==> config.mk <==
export PLATFORM = sky130hd
export DESIGN_NAME = fifo_ctrl
export DESIGN_NICKNAME = d
export VERILOG_FILES = /design/src/rtl/fifo_pkg.sv /design/src/rtl/fifo_wr_decoder.sv /design/src/rtl/fifo_ctrl.sv
export SDC_FILE = /design/constraint.sdc
export NUM_CORES = 1
export LEC_CHECK = 0
export CORE_MARGIN = 1.5
export CORE_UTILIZATION = 35
export DETAILED_ROUTE_END_ITERATION = 8
export PLACE_DENSITY = 0.71
export SLEW_MARGIN = 40
export SYNTH_ARGS = -nofsm -noshare
export SYNTH_HDL_FRONTEND = slang
export SYNTH_SLANG_ARGS = --single-unit
export TNS_END_PERCENT = 100
==> constraint.sdc <==
create_clock -name clk -period 2 [get_ports clk]
set_input_delay 0.2 -clock clk [delete_from_list [all_inputs] [get_ports clk]]
set_output_delay 0.2 -clock clk [all_outputs]
set_load 0.02 [all_outputs]
==> src/rtl/fifo_pkg.sv <==
// Shared constants and state encoding for the 8-entry FIFO control stage.
package fifo_pkg;

  localparam int DEPTH = 8;
  localparam int AW    = 3;
  localparam int DW    = 32;

  typedef enum logic [2:0] {
    INIT     = 3'd0,
    NO_OP    = 3'd1,
    WRITE    = 3'd2,
    WR_ERROR = 3'd3,
    READ     = 3'd4,
    RD_ERROR = 3'd5
  } state_t;

endpackage

==> src/rtl/fifo_wr_decoder.sv <==
// 3-to-8 one-hot decoder with enable; drives the register-file write enables.
module fifo_wr_decoder
  import fifo_pkg::*;
(
  input  logic             i_en,
  input  logic [AW-1:0]    i_addr,
  output logic [DEPTH-1:0] o_we
);

  genvar gi;
  generate
    for (gi = 0; gi < DEPTH; gi++) begin : g_dec
      assign o_we[gi] = i_en && (i_addr == AW'(gi));
    end
  endgenerate

endmodule

==> src/rtl/fifo_ctrl.sv <==
// FIFO control stage: pointers, occupancy, handshake FSM and registered read data.
module fifo_ctrl
  import fifo_pkg::*;
(
  input  logic             clk,
  input  logic             rst,
  input  logic             wr_en,
  input  logic             rd_en,
  input  logic [DW-1:0]    mux_dout,
  output logic [DEPTH-1:0] we,
  output logic [AW-1:0]    rd_sel,
  output logic             rd_re,
  output logic [DW-1:0]    d_out,
  output logic             full,
  output logic             empty,
  output logic             wr_ack,
  output logic             wr_err,
  output logic             rd_ack,
  output logic             rd_err,
  output logic [AW:0]      data_count
);

  localparam logic [AW:0] FULL_COUNT = (AW+1)'(DEPTH);

  state_t        r_state;
  state_t        w_state_next;
  logic [AW-1:0] r_head;
  logic [AW-1:0] r_tail;
  logic [AW:0]   r_count;
  logic [DW-1:0] r_d_out;
  logic          w_wr_go;
  logic          w_rd_go;

  always_comb begin
    w_state_next = NO_OP;
    w_wr_go      = 1'b0;
    w_rd_go      = 1'b0;
    if (wr_en && !rd_en) begin
      if (r_count != FULL_COUNT) begin
        w_state_next = WRITE;
        w_wr_go      = 1'b1;
      end else begin
        w_state_next = WR_ERROR;
      end
    end else if (rd_en && !wr_en) begin
      if (r_count != '0) begin
        w_state_next = READ;
        w_rd_go      = 1'b1;
      end else begin
        w_state_next = RD_ERROR;
      end
    end
  end

  always_ff @(posedge clk or posedge rst) begin
    if (rst) begin
      r_state <= INIT;
      r_head  <= '0;
      r_tail  <= '0;
      r_count <= '0;
      r_d_out <= '0;
    end else begin
      r_state <= w_state_next;
      if (w_wr_go) begin
        r_tail  <= r_tail + AW'(1);
        r_count <= r_count + (AW+1)'(1);
      end
      if (w_rd_go) begin
        r_head  <= r_head + AW'(1);
        r_count <= r_count - (AW+1)'(1);
        r_d_out <= mux_dout;
      end
    end
  end

  // Request-cycle strobes are masked while reset is held so the register file stays untouched.
  fifo_wr_decoder u_wr_decoder (
    .i_en   (w_wr_go && !rst),
    .i_addr (r_tail),
    .o_we   (we)
  );

  assign rd_re      = w_rd_go && !rst;
  assign rd_sel     = r_head;
  assign d_out      = r_d_out;
  assign full       = (r_count == FULL_COUNT);
  assign empty      = (r_count == '0);
  assign data_count = r_count;
  assign wr_ack     = (r_state == WRITE);
  assign wr_err     = (r_state == WR_ERROR);
  assign rd_ack     = (r_state == READ);
  assign rd_err     = (r_state == RD_ERROR);

endmodule

==> results.ini, run 1 <==
[route]
vias = 1476
route.detailed.drc = 0
drt-total-wl_mm = 4.28
final_antenna_net_count = 0
drt_iter0_drc = 37
vias_per_cell = 4.47
firstDrtPassIters = 4
wl_per_cell_um = 13.0

[logic_synthesis]
netlist_area_um2 = 2060
ys.flop_type = dfrtp_1
netlist_top_cells_area = dfrtp_1 55%, mux2_4 15%, mux2_2 7.1%
postSynth.asyncResetShare = 1.00
ys_ff_latch = 45
netlist_instances = 143
synth_top_area_frac = 0.546
syn_nets = 189
ys_seq_area_frac = 0.546
syn_avg_cell_area_um2 = 14.4
synth-edff-count = 0
synth.distinct_cells = 26
yosys.area.top_type = dfrtp_1
ys_warn_count = 0

[sta]
final.period_utilization = 0.977
maxSlewViolCount = 0
fmax_mhz = 512
period_needed_ns = 1.95
setup_viol = 0
max_slew_margin = 0.628
grt_setup_unrepaired = yes
clock_skew_ns = 0.00423
final_hold_viol_count = 0
worst_pin_slew_ns = 0.558

[cts]
clockBufferDepth = 2
cts-root-buf = clkbuf_8
worstSkewPairLatency_ns = 0.28
cts_buffers = 5
cts_tree = built
htreeDepth = 2
clock-sinks = 45
path_clk_slew_ns = 0.08

[finish]
num_antenna_cells = 0
final_cell_area_um2 = 3270
layout_common_cells = 78 x clkdlybuf4s50_1, 43 x dfrtp_1, 21 x buf_4
fin_nets = 303
layout-drive-gt1-share = 0.298
layout_commonest_cell = clkdlybuf4s50_1
area_growth_pct = 58.7

[global_route]
antenna_found_initial = 0
grt_max_degree = 46
grt_usage = 0.138
grt_pass1_vias = 1519
overflow = 0
grt_pass1_wl_mm = 6.97

[placement]
place_congestion = 0.781
io_buffer_count = 89
dp_hpwl_mm = 3.13
post_dp_cell_area_um2 = 3160

[floorplanning]
rows = 27
die-area_um2 = 6360
fp.dieH_um = 79.8
core_area_um2 = 5610
die-width_um = 79.8
ios = 90
start_util = 0.368

[min_path]
hp-class = reg2reg

[pwr]
vdd_drop_max_mv = 0.624
power_density_nw_per_um2 = 1310
power.total_mw = 4.28
total_leakage_power_nw = 1.53

[critical_path]
start_kind = flip-flop
criticalPathCategory = reg2reg
arrival_ns = 2.16
path_max_fanout = 6
critPathCaptureType = flip-flop
required_ns = 2.20

[flow_run]
maxCapViolCount = 0

[run_status]
outcome = finished clean

kinds of logic (layout without fill, tap and decap cells):
logic type / count (synthesis) / after routing / synth area share
flops: 45 / 45 / 0.546
xor+xnor: 7 / 7 / 0.0297
buf+inv: 14 / 129 / 0.0370
simple gates: 25 / 25 / 0.0795
mux: 34 / 34 / 0.221
fa+ha+maj: 10 / 10 / 0.0643
compound gates: 8 / 8 / 0.0218
worst max-delay path: stages, from the launching register on:
cell and delay (ns):
dfrtp_2 0.44, buf_6 0.14, nor4_4 0.32, nor2_4 0.11
ha_4 0.22, a21o_1 0.16, a21oi_2 0.14, mux2i_1 0.22
xnor2_1 0.14
synth_stat cells (3+ instances only):
cell type / instances
dfrtp_1: 45
mux2_4: 20
mux2_2: 13
inv_1: 10
ha_1: 9
and3_1: 8
xnor2_1: 4
a21oi_1: 3
buf_6: 3
o21ai_0: 3
xor2_1: 3
worst paths after layout:
path                          startpoint             to  slack (ns)  cells past startpoint
setup reg to reg           data_count[1]  data_count[3]        0.05                      8
hold reg to reg                rd_sel[2]      rd_sel[2]        0.48                      1
setup / recovery           data_count[1]  data_count[3]        0.05                      8
hold / removal                 rd_sel[2]      rd_sel[2]        0.48                      1
max in group asynchronous            rst  data_count[1]        1.05                      4
min in group asynchronous            rst  data_count[3]        0.55                      4
registers in the layout, summed over array words and instances, names as in the netlist:
name	count
r_tail	3
rd_sel	3
data_count	4
r_state	3
d_out	32
per-stage QoR:
step                      setup WS (ns)  hold slack [ns]   util  std cells  TNS (ns)
after CTS                       0.00796            0.484  0.580        325         0
after floorplan                 -0.0786            0.348      -        143   -0.0786
after detailed placement        -0.0912            0.464  0.563        317    -0.733
after global routing            -0.0397            0.516  0.584        330   -0.0397
final                            0.0464            0.480  0.584        330         0
after global placement          -0.0520            0.458  0.563        317    -0.338
report_power, final:
part	internal (mW)	switching, mW	total [mW]
logic	1.22	1.01	2.23
registers	1.25	0.217	1.47
clock network	0.312	0.271	0.583
final cells by class:
class,count,area (µm²)
fillers,499,2330
flip-flops and latches,45,1130
repair buffers,111,1020
multi-input cells,84,892
clock buffers,7,96.3
well taps,72,90.1
inverters,10,37.5
clock inverters,1,5.00
metal layers:
layer / part of all wire / track usage / wire length [µm]
met1: 0.46 / 0.182 / 1950
met2: 0.46 / 0.227 / 1970
met3: 0.082 / 0.0434 / 350
met4: 0.0030 / 0.0207 / 13
met5: 0 / 0 / 0
repair_timing:
item / 4_1_cts / 5_1_grt
hold buffers: 0 / 0
setup buffers: 0 / 5
pin swaps: 0 / 4
resized for setup: 13 / 13
setup endpoints to repair: 11 / 8
Power figures use the tool's default switching activity.
==> run 2, diff against run 1 <==
ABC_AREA = 1   (was unset)
SKIP_CTS_REPAIR_TIMING = 1   (was unset)
==> run 2 against run 1 <==
Utilization is 1.6 points lower. Worst hold slack worse by 0.18 ns. Global-route usage is 1.4 points higher. Register-to-register slack better by 0.28 ns. Critical path type is now reg2out. Critical endpoint is now full.
==> results.ini, run 2 <==
[logic_synthesis]
netlist_instances = 235
synth-edff-count = 0
synth_top_area_frac = 0.544
ys.flop_type = dfrtp_1
ys_top_cells_by_count = 112 x nand2_1, 45 x dfrtp_1, 22 x inv_1
ys_seq_area_frac = 0.544
postSynth.asyncResetShare = 1.00
yosys.area.top_type = dfrtp_1
synth.most_common_cell = nand2_1
syn_avg_cell_area_um2 = 8.81
ys_ff_latch = 45
syn_nets = 281
ys_warn_count = 0
synth.distinct_cells = 21
netlist_area_um2 = 2070
netlist_top_cells_area = dfrtp_1 54%, nand2_1 20%, ha_1 5.4%

[sta]
worst_slack_ns = 0.104
holdWs_ns = 0.295
final.period_utilization = 0.948
grt_setup_unrepaired = no
clock_skew_ns = 0.00793
fmax_mhz = 528
max_slew_margin = 0.775
final_hold_viol_count = 0
period_needed_ns = 1.90
setup_viol = 0
maxSlewViolCount = 0
worst_pin_slew_ns = 0.338

[finish]
multi_input_area_um2 = 797
largest_reg_flops = 32
layout_commonest_cell = nand2_1
layout_common_cells = 112 x nand2_1, 81 x clkdlybuf4s50_1, 44 x dfrtp_1
fin_nets = 379
seq_area_um2 = 1130
layout-drive-gt1-share = 0.0808
num_antenna_cells = 0
area_growth_pct = 53.8
fillerInstances = 520

[critical_path]
worst_path_max_delay_cell = clkdlybuf4s50_1
path_max_fanout = 5
critPathCaptureType = output port
criticalPathCategory = reg2out
reg2regPathDepth = 10
slowest_delay_ns = 0.59
start_kind = flip-flop
r2r-end = data_count[3]
required_ns = 1.80
r2r-start = data_count[0]
r2r_setup_slack_ns = 0.33
crit_path_cell_trace = nor2_4 -> nand2_2 -> inv_1 -> clkdlybuf4s50_1
arrival_ns = 1.70

[cts]
path_clk_slew_ns = 0.09
cts_tree = built
clockBufferDepth = 2
cts_buffers = 5
clock-sinks = 45
worstSkewPairLatency_ns = 0.29
cts-root-buf = clkbuf_8
htreeDepth = 2

[route]
vias = 1760
drt-total-wl_mm = 4.54
firstDrtPassIters = 3
drt_iter0_drc = 33
route.detailed.drc = 0
wl_per_cell_um = 11.2
final_antenna_net_count = 0
vias_per_cell = 4.33

[global_route]
grt_usage = 0.152
antenna_found_initial = 0
overflow = 0
grt_pass1_wl_mm = 7.51
grt_pass1_vias = 1740
grt_max_degree = 35

[pwr]
total_leakage_power_nw = 1.71
vdd_drop_max_mv = 0.595
power_density_nw_per_um2 = 1300

[placement]
io_buffer_count = 89
post-place-ws_ns = -0.110
dp_hpwl_mm = 3.39
place_congestion = 0.732

[floorplanning]
die-area_um2 = 6380
ios = 90
start_util = 0.369
rows = 27
core_area_um2 = 5610
fp.dieH_um = 79.9
die-width_um = 79.9

[run_status]
outcome = finished clean

[flow_run]
maxCapViolCount = 0

[min_path]
hp-class = in2async

[run 2: changes by cell type after synthesis, sizes merged, moves of 2 or more]
cell / before / now
nor2: 3 / 16
mux2: 33 / 0
nand3: 2 / 4
nand2: 2 / 117
inv: 10 / 23
and3: 8 / 0
nand2b: 2 / 0
nor3b: 2 / 0
xnor2: 4 / 2
nor3: 2 / 4
and3b: 2 / 0
buf: 4 / 6
[run 2: logic make-up after synthesis]
kind of cell,share of synthesized area
AND/OR/NAND/NOR,0.282
AO/OA/AOI/OAI,0.0175
buffers and inverters,0.0707
flip-flops,0.544
XOR/XNOR,0.0212
adder cells (fa/ha/maj),0.0641
[run 2: metrics by stage]
step	util	cells	cell area (µm²)	setup TNS, ns	total power [mW]
6_report	0.568	406	3180	0	4.14
3_5_place_dp	0.544	398	3050	-0.693	3.49
4_1_cts	0.564	406	3160	-1.01	4.19
3_3_place_gp	0.544	398	3050	-0.584	3.45
2_1_floorplan	-	235	2070	0	2.57
5_1_grt	0.568	406	3180	0	4.45
[run 2: area by class of cell]
cell class                 instances  share of cell area
tap                               72              0.0283
inverter                          23              0.0271
clock buffer                       6              0.0228
sequential                        45               0.354
multi-input combinational        161               0.250
clock inverter                     2              0.0122
timing repair buffer              97               0.305
[run 2: worst max-delay path, delay by kind of cell (launching register included)]
kind	cells	cell delay, ns
buf+inv	2	0.66
flops	1	0.46
simple gates	2	0.29
[run 2: where the power goes]
part	switching [mW]	total [mW]	internal (mW)
logic	1.05	1.97	0.923
registers	0.250	1.49	1.24
clock network	0.292	0.667	0.375
total	1.59	4.14	2.54
[run 2: per-layer routing]
| layer | track usage | wire length, µm | vias to the layer above |
|---|---|---|---|
| met1 | 0.189 | 2010 | 795 |
| met3 | 0.0571 | 379 | 4 |
| met4 | 0.0362 | 29 | 0 |
| met2 | 0.248 | 2120 | 65 |
| li1 | - | - | 896 |
| met5 | 0 | 0 | - |
[run 2: worst max path at each step]
| stage | start | endpoint | slack (ns) | depth (start not counted) |
|---|---|---|---|---|
| after floorplan | data_count[1] | data_count[3] | 0.20 | 10 |
| after global placement | wr_en | we[1] | -0.08 | 8 |
| after detailed placement | wr_en | we[2] | -0.11 | 8 |
| after CTS | data_count[3] | we[2] | -0.15 | 8 |
| after global routing | data_count[0] | rd_re | 0.009 | 5 |
| final | data_count[0] | full | 0.10 | 4 |
==> run 3, diff against run 2 <==
SLEW_MARGIN = unset   (was 40)
==> results of run 3 <==
Final layout, timing and power as in run 2 (identical DEF).
